===== src/rtl/sdr_ctrl_if_gen2_if.sv =====
// Host-side bundle of the SDR controller command interface.
// Master drives command/address/acks; slave returns decode, config and refresh status.
interface sdr_ctrl_if_gen2_if #(
  parameter int ASIZE = 23,
  parameter int PW    = 4
);
  logic [2:0]       cmd;
  logic [ASIZE-1:0] addr;
  logic             cm_ack;
  logic             ref_ack;
  logic             nop;
  logic             reada;
  logic             writea;
  logic             refresh;
  logic             precharge;
  logic             load_mode;
  logic [ASIZE-1:0] saddr;
  logic [1:0]       sc_cl;
  logic [1:0]       sc_rc;
  logic [3:0]       sc_rrd;
  logic             sc_pm;
  logic [3:0]       sc_bl;
  logic             cfg_done;
  logic             ref_req;
  logic             ref_urgent;
  logic             ref_ovf;
  logic [PW-1:0]    ref_pend;
  logic             cmd_ack;

  modport master (
    output cmd, addr, cm_ack, ref_ack,
    input  nop, reada, writea, refresh, precharge, load_mode, saddr,
    input  sc_cl, sc_rc, sc_rrd, sc_pm, sc_bl, cfg_done,
    input  ref_req, ref_urgent, ref_ovf, ref_pend, cmd_ack
  );

  modport slave (
    input  cmd, addr, cm_ack, ref_ack,
    output nop, reada, writea, refresh, precharge, load_mode, saddr,
    output sc_cl, sc_rc, sc_rrd, sc_pm, sc_bl, cfg_done,
    output ref_req, ref_urgent, ref_ovf, ref_pend, cmd_ack
  );
endinterface


===== src/rtl/sdr_ctrl_if_gen2.sv =====
// Host command interface, gen2: registered decode, timing config,
// refresh timer with a saturating postponed-refresh counter.
module sdr_ctrl_if_gen2 #(
  parameter int ASIZE      = 23,
  parameter int REF_W      = 16,
  parameter int MAX_PEND   = 8,
  parameter int URG_THRESH = 6,
  parameter int PW         = 4
) (
  input logic              clk,
  input logic              rst,
  sdr_ctrl_if_gen2_if.slave bus
);

  localparam logic [2:0] C_NOP  = 3'd0;
  localparam logic [2:0] C_RDA  = 3'd1;
  localparam logic [2:0] C_WRA  = 3'd2;
  localparam logic [2:0] C_REF  = 3'd3;
  localparam logic [2:0] C_PRE  = 3'd4;
  localparam logic [2:0] C_LMR  = 3'd5;
  localparam logic [2:0] C_LR1  = 3'd6;
  localparam logic [2:0] C_LR2  = 3'd7;

  localparam logic [PW-1:0] PMAX = PW'(MAX_PEND);
  localparam logic [PW-1:0] PURG = PW'(URG_THRESH);

  logic             nop, reada, writea, refresh, precharge, load_mode;
  logic [ASIZE-1:0] saddr;
  logic             load_reg1, load_reg2, cmd_ack;
  logic [1:0]       sc_cl, sc_rc;
  logic [3:0]       sc_rrd, sc_bl;
  logic             sc_pm, cfg_done;
  logic [REF_W-1:0] ref_per, timer;
  logic             tmr_en, tick, ack_ok, ovf_set;
  logic [PW-1:0]    pend, pend_nxt;
  logic             ref_req, ref_urgent, ref_ovf;

  // Register the one-hot command decode together with the address
  always_ff @(posedge clk or posedge rst) begin
    if (rst) begin
      nop       <= 1'b0;
      reada     <= 1'b0;
      writea    <= 1'b0;
      refresh   <= 1'b0;
      precharge <= 1'b0;
      load_mode <= 1'b0;
      saddr     <= '0;
    end else begin
      nop       <= (bus.cmd == C_NOP);
      reada     <= (bus.cmd == C_RDA);
      writea    <= (bus.cmd == C_WRA);
      refresh   <= (bus.cmd == C_REF);
      precharge <= (bus.cmd == C_PRE);
      load_mode <= (bus.cmd == C_LMR);
      saddr     <= bus.addr;
    end
  end

  // Single-shot config strobes and the host acknowledge pulse
  always_ff @(posedge clk or posedge rst) begin
    if (rst) begin
      load_reg1 <= 1'b0;
      load_reg2 <= 1'b0;
      cmd_ack   <= 1'b0;
    end else begin
      load_reg1 <= (bus.cmd == C_LR1) & ~load_reg1 & ~cmd_ack;
      load_reg2 <= (bus.cmd == C_LR2) & ~load_reg2 & ~cmd_ack;
      cmd_ack   <= (bus.cm_ack | load_reg1 | load_reg2) & ~cmd_ack;
    end
  end

  // Apply timing/mode and refresh period from the registered payload
  always_ff @(posedge clk or posedge rst) begin
    if (rst) begin
      sc_cl    <= '0;
      sc_rc    <= '0;
      sc_rrd   <= '0;
      sc_pm    <= 1'b0;
      sc_bl    <= '0;
      cfg_done <= 1'b0;
      ref_per  <= '0;
    end else begin
      if (load_reg1) begin
        sc_cl    <= saddr[1:0];
        sc_rc    <= saddr[3:2];
        sc_rrd   <= saddr[7:4];
        sc_pm    <= saddr[8];
        sc_bl    <= saddr[12:9];
        cfg_done <= 1'b1;
      end
      if (load_reg2) begin
        ref_per <= saddr[REF_W-1:0];
      end
    end
  end

  assign tmr_en = (ref_per != '0) & cfg_done;
  assign tick   = tmr_en & (timer == '0);
  assign ack_ok = bus.ref_ack & (pend != '0);

  // Refresh down-counter, reloading on zero; a period write restarts it
  always_ff @(posedge clk or posedge rst) begin
    if (rst) begin
      timer <= '0;
    end else if (load_reg2) begin
      timer <= saddr[REF_W-1:0];
    end else if (tmr_en) begin
      timer <= (timer == '0) ? ref_per : timer - 1'b1;
    end
  end

  // Next pending count: ticks add, acks remove, collisions cancel
  always_comb begin
    pend_nxt = pend;
    ovf_set  = 1'b0;
    if (tick & ~ack_ok) begin
      if (pend < PMAX) pend_nxt = pend + 1'b1;
      else             ovf_set  = 1'b1;
    end else if (~tick & ack_ok) begin
      pend_nxt = pend - 1'b1;
    end
  end

  // Register pending count with its request/urgent/overflow flags
  always_ff @(posedge clk or posedge rst) begin
    if (rst) begin
      pend       <= '0;
      ref_req    <= 1'b0;
      ref_urgent <= 1'b0;
      ref_ovf    <= 1'b0;
    end else begin
      pend       <= pend_nxt;
      ref_req    <= (pend_nxt != '0);
      ref_urgent <= (pend_nxt >= PURG);
      ref_ovf    <= load_reg2 ? 1'b0 : (ref_ovf | ovf_set);
    end
  end

  assign bus.nop        = nop;
  assign bus.reada      = reada;
  assign bus.writea     = writea;
  assign bus.refresh    = refresh;
  assign bus.precharge  = precharge;
  assign bus.load_mode  = load_mode;
  assign bus.saddr      = saddr;
  assign bus.sc_cl      = sc_cl;
  assign bus.sc_rc      = sc_rc;
  assign bus.sc_rrd     = sc_rrd;
  assign bus.sc_pm      = sc_pm;
  assign bus.sc_bl      = sc_bl;
  assign bus.cfg_done   = cfg_done;
  assign bus.ref_req    = ref_req;
  assign bus.ref_urgent = ref_urgent;
  assign bus.ref_ovf    = ref_ovf;
  assign bus.ref_pend   = pend;
  assign bus.cmd_ack    = cmd_ack;

endmodule


===== src/flat_wrapper.sv =====
// flat-port wrapper written by rule: the top's interface ports become plain ports
module sdr_ctrl_if_gen2_flat 
#(
  parameter int ASIZE      = 23,
  parameter int REF_W      = 16,
  parameter int MAX_PEND   = 8,
  parameter int URG_THRESH = 6,
  parameter int PW         = 4
)
  (clk, rst, bus_cmd, bus_addr, bus_cm_ack, bus_ref_ack, bus_nop, bus_reada, bus_writea, bus_refresh, bus_precharge, bus_load_mode, bus_saddr, bus_sc_cl, bus_sc_rc, bus_sc_rrd, bus_sc_pm, bus_sc_bl, bus_cfg_done, bus_ref_req, bus_ref_urgent, bus_ref_ovf, bus_ref_pend, bus_cmd_ack);
  sdr_ctrl_if_gen2_if #(.ASIZE(ASIZE), .PW(PW)) bus_i ();
  input logic clk;
  input logic rst;
  input wire logic [$bits(bus_i.cmd)-1:0] bus_cmd;
  input wire logic [$bits(bus_i.addr)-1:0] bus_addr;
  input wire logic [$bits(bus_i.cm_ack)-1:0] bus_cm_ack;
  input wire logic [$bits(bus_i.ref_ack)-1:0] bus_ref_ack;
  output wire logic [$bits(bus_i.nop)-1:0] bus_nop;
  output wire logic [$bits(bus_i.reada)-1:0] bus_reada;
  output wire logic [$bits(bus_i.writea)-1:0] bus_writea;
  output wire logic [$bits(bus_i.refresh)-1:0] bus_refresh;
  output wire logic [$bits(bus_i.precharge)-1:0] bus_precharge;
  output wire logic [$bits(bus_i.load_mode)-1:0] bus_load_mode;
  output wire logic [$bits(bus_i.saddr)-1:0] bus_saddr;
  output wire logic [$bits(bus_i.sc_cl)-1:0] bus_sc_cl;
  output wire logic [$bits(bus_i.sc_rc)-1:0] bus_sc_rc;
  output wire logic [$bits(bus_i.sc_rrd)-1:0] bus_sc_rrd;
  output wire logic [$bits(bus_i.sc_pm)-1:0] bus_sc_pm;
  output wire logic [$bits(bus_i.sc_bl)-1:0] bus_sc_bl;
  output wire logic [$bits(bus_i.cfg_done)-1:0] bus_cfg_done;
  output wire logic [$bits(bus_i.ref_req)-1:0] bus_ref_req;
  output wire logic [$bits(bus_i.ref_urgent)-1:0] bus_ref_urgent;
  output wire logic [$bits(bus_i.ref_ovf)-1:0] bus_ref_ovf;
  output wire logic [$bits(bus_i.ref_pend)-1:0] bus_ref_pend;
  output wire logic [$bits(bus_i.cmd_ack)-1:0] bus_cmd_ack;
  assign bus_i.cmd = bus_cmd;
  assign bus_i.addr = bus_addr;
  assign bus_i.cm_ack = bus_cm_ack;
  assign bus_i.ref_ack = bus_ref_ack;
  assign bus_nop = bus_i.nop;
  assign bus_reada = bus_i.reada;
  assign bus_writea = bus_i.writea;
  assign bus_refresh = bus_i.refresh;
  assign bus_precharge = bus_i.precharge;
  assign bus_load_mode = bus_i.load_mode;
  assign bus_saddr = bus_i.saddr;
  assign bus_sc_cl = bus_i.sc_cl;
  assign bus_sc_rc = bus_i.sc_rc;
  assign bus_sc_rrd = bus_i.sc_rrd;
  assign bus_sc_pm = bus_i.sc_pm;
  assign bus_sc_bl = bus_i.sc_bl;
  assign bus_cfg_done = bus_i.cfg_done;
  assign bus_ref_req = bus_i.ref_req;
  assign bus_ref_urgent = bus_i.ref_urgent;
  assign bus_ref_ovf = bus_i.ref_ovf;
  assign bus_ref_pend = bus_i.ref_pend;
  assign bus_cmd_ack = bus_i.cmd_ack;
  sdr_ctrl_if_gen2 #(.ASIZE(ASIZE), .REF_W(REF_W), .MAX_PEND(MAX_PEND), .URG_THRESH(URG_THRESH), .PW(PW)) u_core (.clk(clk), .rst(rst), .bus(bus_i));
endmodule

===== config.mk =====
export PLATFORM = sky130hd
export DESIGN_NAME = sdr_ctrl_if_gen2_flat
export DESIGN_NICKNAME = d
export VERILOG_FILES = /design/src/rtl/sdr_ctrl_if_gen2_if.sv /design/src/rtl/sdr_ctrl_if_gen2.sv /design/src/flat_wrapper.sv
export SDC_FILE = /design/constraint.sdc
export NUM_CORES = 1
export LEC_CHECK = 0
export BUFFER_PORTS_ARGS = -buffer_cell sky130_fd_sc_hd__buf_2
export CORE_MARGIN = 8
export CORE_UTILIZATION = 40
export CTS_CLUSTER_SIZE = 24
export DETAILED_ROUTE_END_ITERATION = 7
export GPL_TIMING_DRIVEN = 0
export PLACE_DENSITY = 0.66
export SYNTH_ARGS = -nofsm -noshare
export SYNTH_HDL_FRONTEND = slang
export SYNTH_SLANG_ARGS = --single-unit

===== constraint.sdc =====
create_clock -name clk -period 2.75 [get_ports clk]
set_input_delay 0.55 -clock clk [delete_from_list [all_inputs] [get_ports clk]]
set_output_delay 0.55 -clock clk [all_outputs]
set_load 0.005 [all_outputs]

==> summary.md <==
| Metric | Value |
|---|---|
| Outcome | finished with violations |
| Failing checks | negative setup slack |
| Slew Limit Fails | 0 |
| P_int | 0.00249 W |
| RSZ-0062 raised after global routing | true |
| Post-synth net total | 339 |
| Worst setup EP type | flop |
| Critical path data arrival time | 3050 ps |
| DR DRC count | 0 |
| Syn Inst Count | 306 |
| Vias per cell | 5.29 |
| Hold Buf Count CTS | 0 |
| Clk buf depth | 2 |
| Storage cell area | 2130 µm² |
| DIE HEIGHT | 110 µm |
| Core Box Area | 8640 µm² |
| Net Sw Power | 0.00118 W |
| Initial DRC Count | 219 |
| Commonest non-fill, non-tap cells in the layout | 85 x dfrtp_1, 84 x buf_2, 25 x o21ai_0 |
| Leading area contributor after synthesis | dfrtp_1 |
| Clk slew on worst S/H paths | 90 ps |
| Post-synthesis register bit count | 85 |
| Root buf cell | clkbuf_8 |
| Met1 Use GR | 17.9% |
| CTS Buf Count | 9 |
| Post-Route Setup TNS | -66.7 ps |
| CTS tree | done |
| Leading cell type in the layout, fill and taps excluded | dfrtp_1 |
| Netlist cell types | 47 |
| Detail Route Antenna Nets | 0 |
| Ys async rst share | 100% |
| Max cap viols | 0 |
| Reg power frac | 49.0% |
| Setup violators final | 1 |
| Final design utilization | 50.7% |
| Share of the synthesized area in the top cell type | 60.5% |
| First-pass GRT wire length | 13500 µm |
| Switch share | 32.0% |
| Detailed Route WL | 8580 µm |
| Congestion Overflow GR | 0 |
| Gr usage total | 14.5% |
| Clock share of power | 23.7% |
| CP Max Fanout | 5 |
| Worst min path class | input pin to asynchronous set/reset pin |
| Setup CP Type | flop to flop |
| Layout fillers | 786 |
| Largest net degree at the start of global routing | 60 |
| Main synth FF type | dfrtp_1 |
| Final Power | 0.00367 W |
| Worst setup SP type | flop |
| Die ar. | 12000 µm² |
| CTS Sinks | 85 |
| Power per cell area | 838 nW/µm² |
| Met2 Usage GRT | 23.3% |
| Fmax | 355 MHz |
| Vias | 2740 |
| Synthesized area | 3510 µm² |
| Post-synthesis sequential area ratio | 60.5% |
| M3 GR Usage | 4.69% |
| Worst skew pair latency | 350 ps |
| Vias in the first global route | 2745 |
| Ys Warns | 0 |
| Final setup margin | -66.7 ps |
| Final hold violations | 0 |
| Worst-Margin Slew | 702 ps |
| I/O Pins | 81 |
| Hold slack | 175 ps |
| Initial DRT Pass Iterations | 4 |
| Combinational power share | 27.3% |
| Share of cells above drive strength 1 | 35.6% |
| H-Tree Depth | 3 |
| Max transition margin | 52.8% |
| DP HPWL | 6060 µm |
| FP Rows | 34 |
| Period utilization | 102% |
| Die Wd | 110 µm |
| I/O Buffers | 80 |
| Worst vdd ir | 0.375 mV |
| Leak pwr | 2.05 nW |
| DR WL/cell | 16.6 µm |
| Crit path required time | 2980 ps |
| Dpl ws | -168 ps |
| RePlAce Congestion | 0.879 |
| Ranking of synthesized cells by area | dfrtp_1 61%, mux2_2 5.8%, o21ai_0 3.6% |
| Period minus WS final | 2820 ps |
| Initial Util | 40.7% |
| Gr busiest metal | met2 |
| Final nets | 440 |
| Number of flops mapped to enable cells by yosys | 0 |
| Syn Area/Cell | 11.5 µm² |
| N_diodes | 0 |
| Initial antenna violation count | 0 |
| Area growth syn-to-layout | 24.5% |
| Multi-input logic area | 1280 µm² |
| Final Skew | 13.8 ps |
==> layout make-up <==
cell class | instances | area share [%]
inverter | 25 | 2.20
clock buffer | 11 | 3.23
tap | 108 | 3.09
timing repair buffer | 90 | 11.3
buffer | 12 | 1.17
clock inverter | 3 | 1.06
multi-input combinational | 184 | 29.3
sequential | 85 | 48.6
==> layer usage <==
layer,vias up,wire length (µm)
met4,0,116
met5,-,0
met3,12,505
li1,1280,-
met1,1367,3710
met2,81,4250
==> timing repair <==
action	in CTS	in global routing
pin swaps	2	4
endpoints found under the setup margin	12	11
setup buffers	3	6
resized for setup	7	7
==> state kept, by name, indices dropped and copies added (netlist names), 2 cells and up <==
name	count
u_core.bus.ref_pend	4
u_core.bus.saddr	23
u_core.bus.sc_bl	4
u_core.bus.sc_cl	2
u_core.bus.sc_rc	2
u_core.bus.sc_rrd	4
u_core.ref_per	16
u_core.timer	16
==> critical path, cell delays in order, from the launching register on <==
cell and delay (ps):
dfrtp_1 430, inv_2 100, ha_4 130, or3b_4 400
or3_4 440, nor3_4 300, nor4b_2 100, a221o_1 330
or4_4 480
==> path summary, 6_finish.rpt <==
| check | startpoint | end | slack (ps) | cells past startpoint |
|---|---|---|---|---|
| max in group asynchronous | rst | u_core.timer[9]$_DFFE_PP0P_ | 1960 | 3 |
| min reg2reg | u_core.bus.cmd_ack$_DFF_PP0_ | u_core.bus.cmd_ack$_DFF_PP0_ | 450 | 1 |
| min | rst | u_core.bus.saddr[15]$_DFF_PP0_ | 170 | 2 |
| max reg2reg | u_core.timer[0]$_DFFE_PP0P_ | u_core.bus.ref_req$_DFF_PP0_ | -70 | 8 |
| min in group clk | bus_addr[15] | u_core.bus.saddr[15]$_DFF_PP0_ | 300 | 1 |
| max | u_core.timer[0]$_DFFE_PP0P_ | u_core.bus.ref_req$_DFF_PP0_ | -70 | 8 |
==> cells in the mapped netlist, types with 2 or more instances <==
cell type,number
nand2b_1,6
mux2_2,18
clkbuf_1,8
ha_1,3
dfrtp_1,85
o22ai_1,6
or3_1,4
o22a_1,4
o41ai_1,2
nand3_1,3
buf_1,3
or2_2,3
nor2_1,18
mux2i_1,6
or4_4,3
o21a_1,4
o31ai_1,3
o21ai_0,25
or4_1,4
a21oi_1,15
nor4_1,4
a31oi_1,2
nor3_1,7
inv_1,24
nand2_1,22
nor3b_1,2
nor4b_1,2
==> stage by stage <==
| stage | area [µm²] | cells |
|---|---|---|
| after floorplan | 3510 | 306 |
| after global placement | 4050 | 494 |
| after detailed placement | 4080 | 495 |
| after CTS | 4310 | 512 |
| after global routing | 4380 | 518 |
| final | 4380 | 518 |
==> logic make-up after synthesis <==
| family | count (synthesis) | share of synthesized area, % |
|---|---|---|
| AOI/OAI and AO/OA | 71 | 13.3 |
| xor gates and xnor gates | 2 | 0.498 |
| adders and majority gates | 3 | 1.07 |
| buffers and inverters | 37 | 3.99 |
| DFF | 85 | 60.5 |
| muxes | 24 | 7.48 |
| and+or+nand+nor | 84 | 13.1 |
==> power groups by stage <==
stage	combinational [W]	clock, W	sequential [W]
2_1_floorplan	0.000611	0	0.00175
3_3_place_gp	0.000868	0	0.00179
3_5_place_dp	0.000903	0	0.00180
4_1_cts	0.000920	0.000895	0.00178
5_1_grt	0.00112	0.000939	0.00183
6_report	0.00100	0.000870	0.00180
Power figures use the tool's default switching activity.
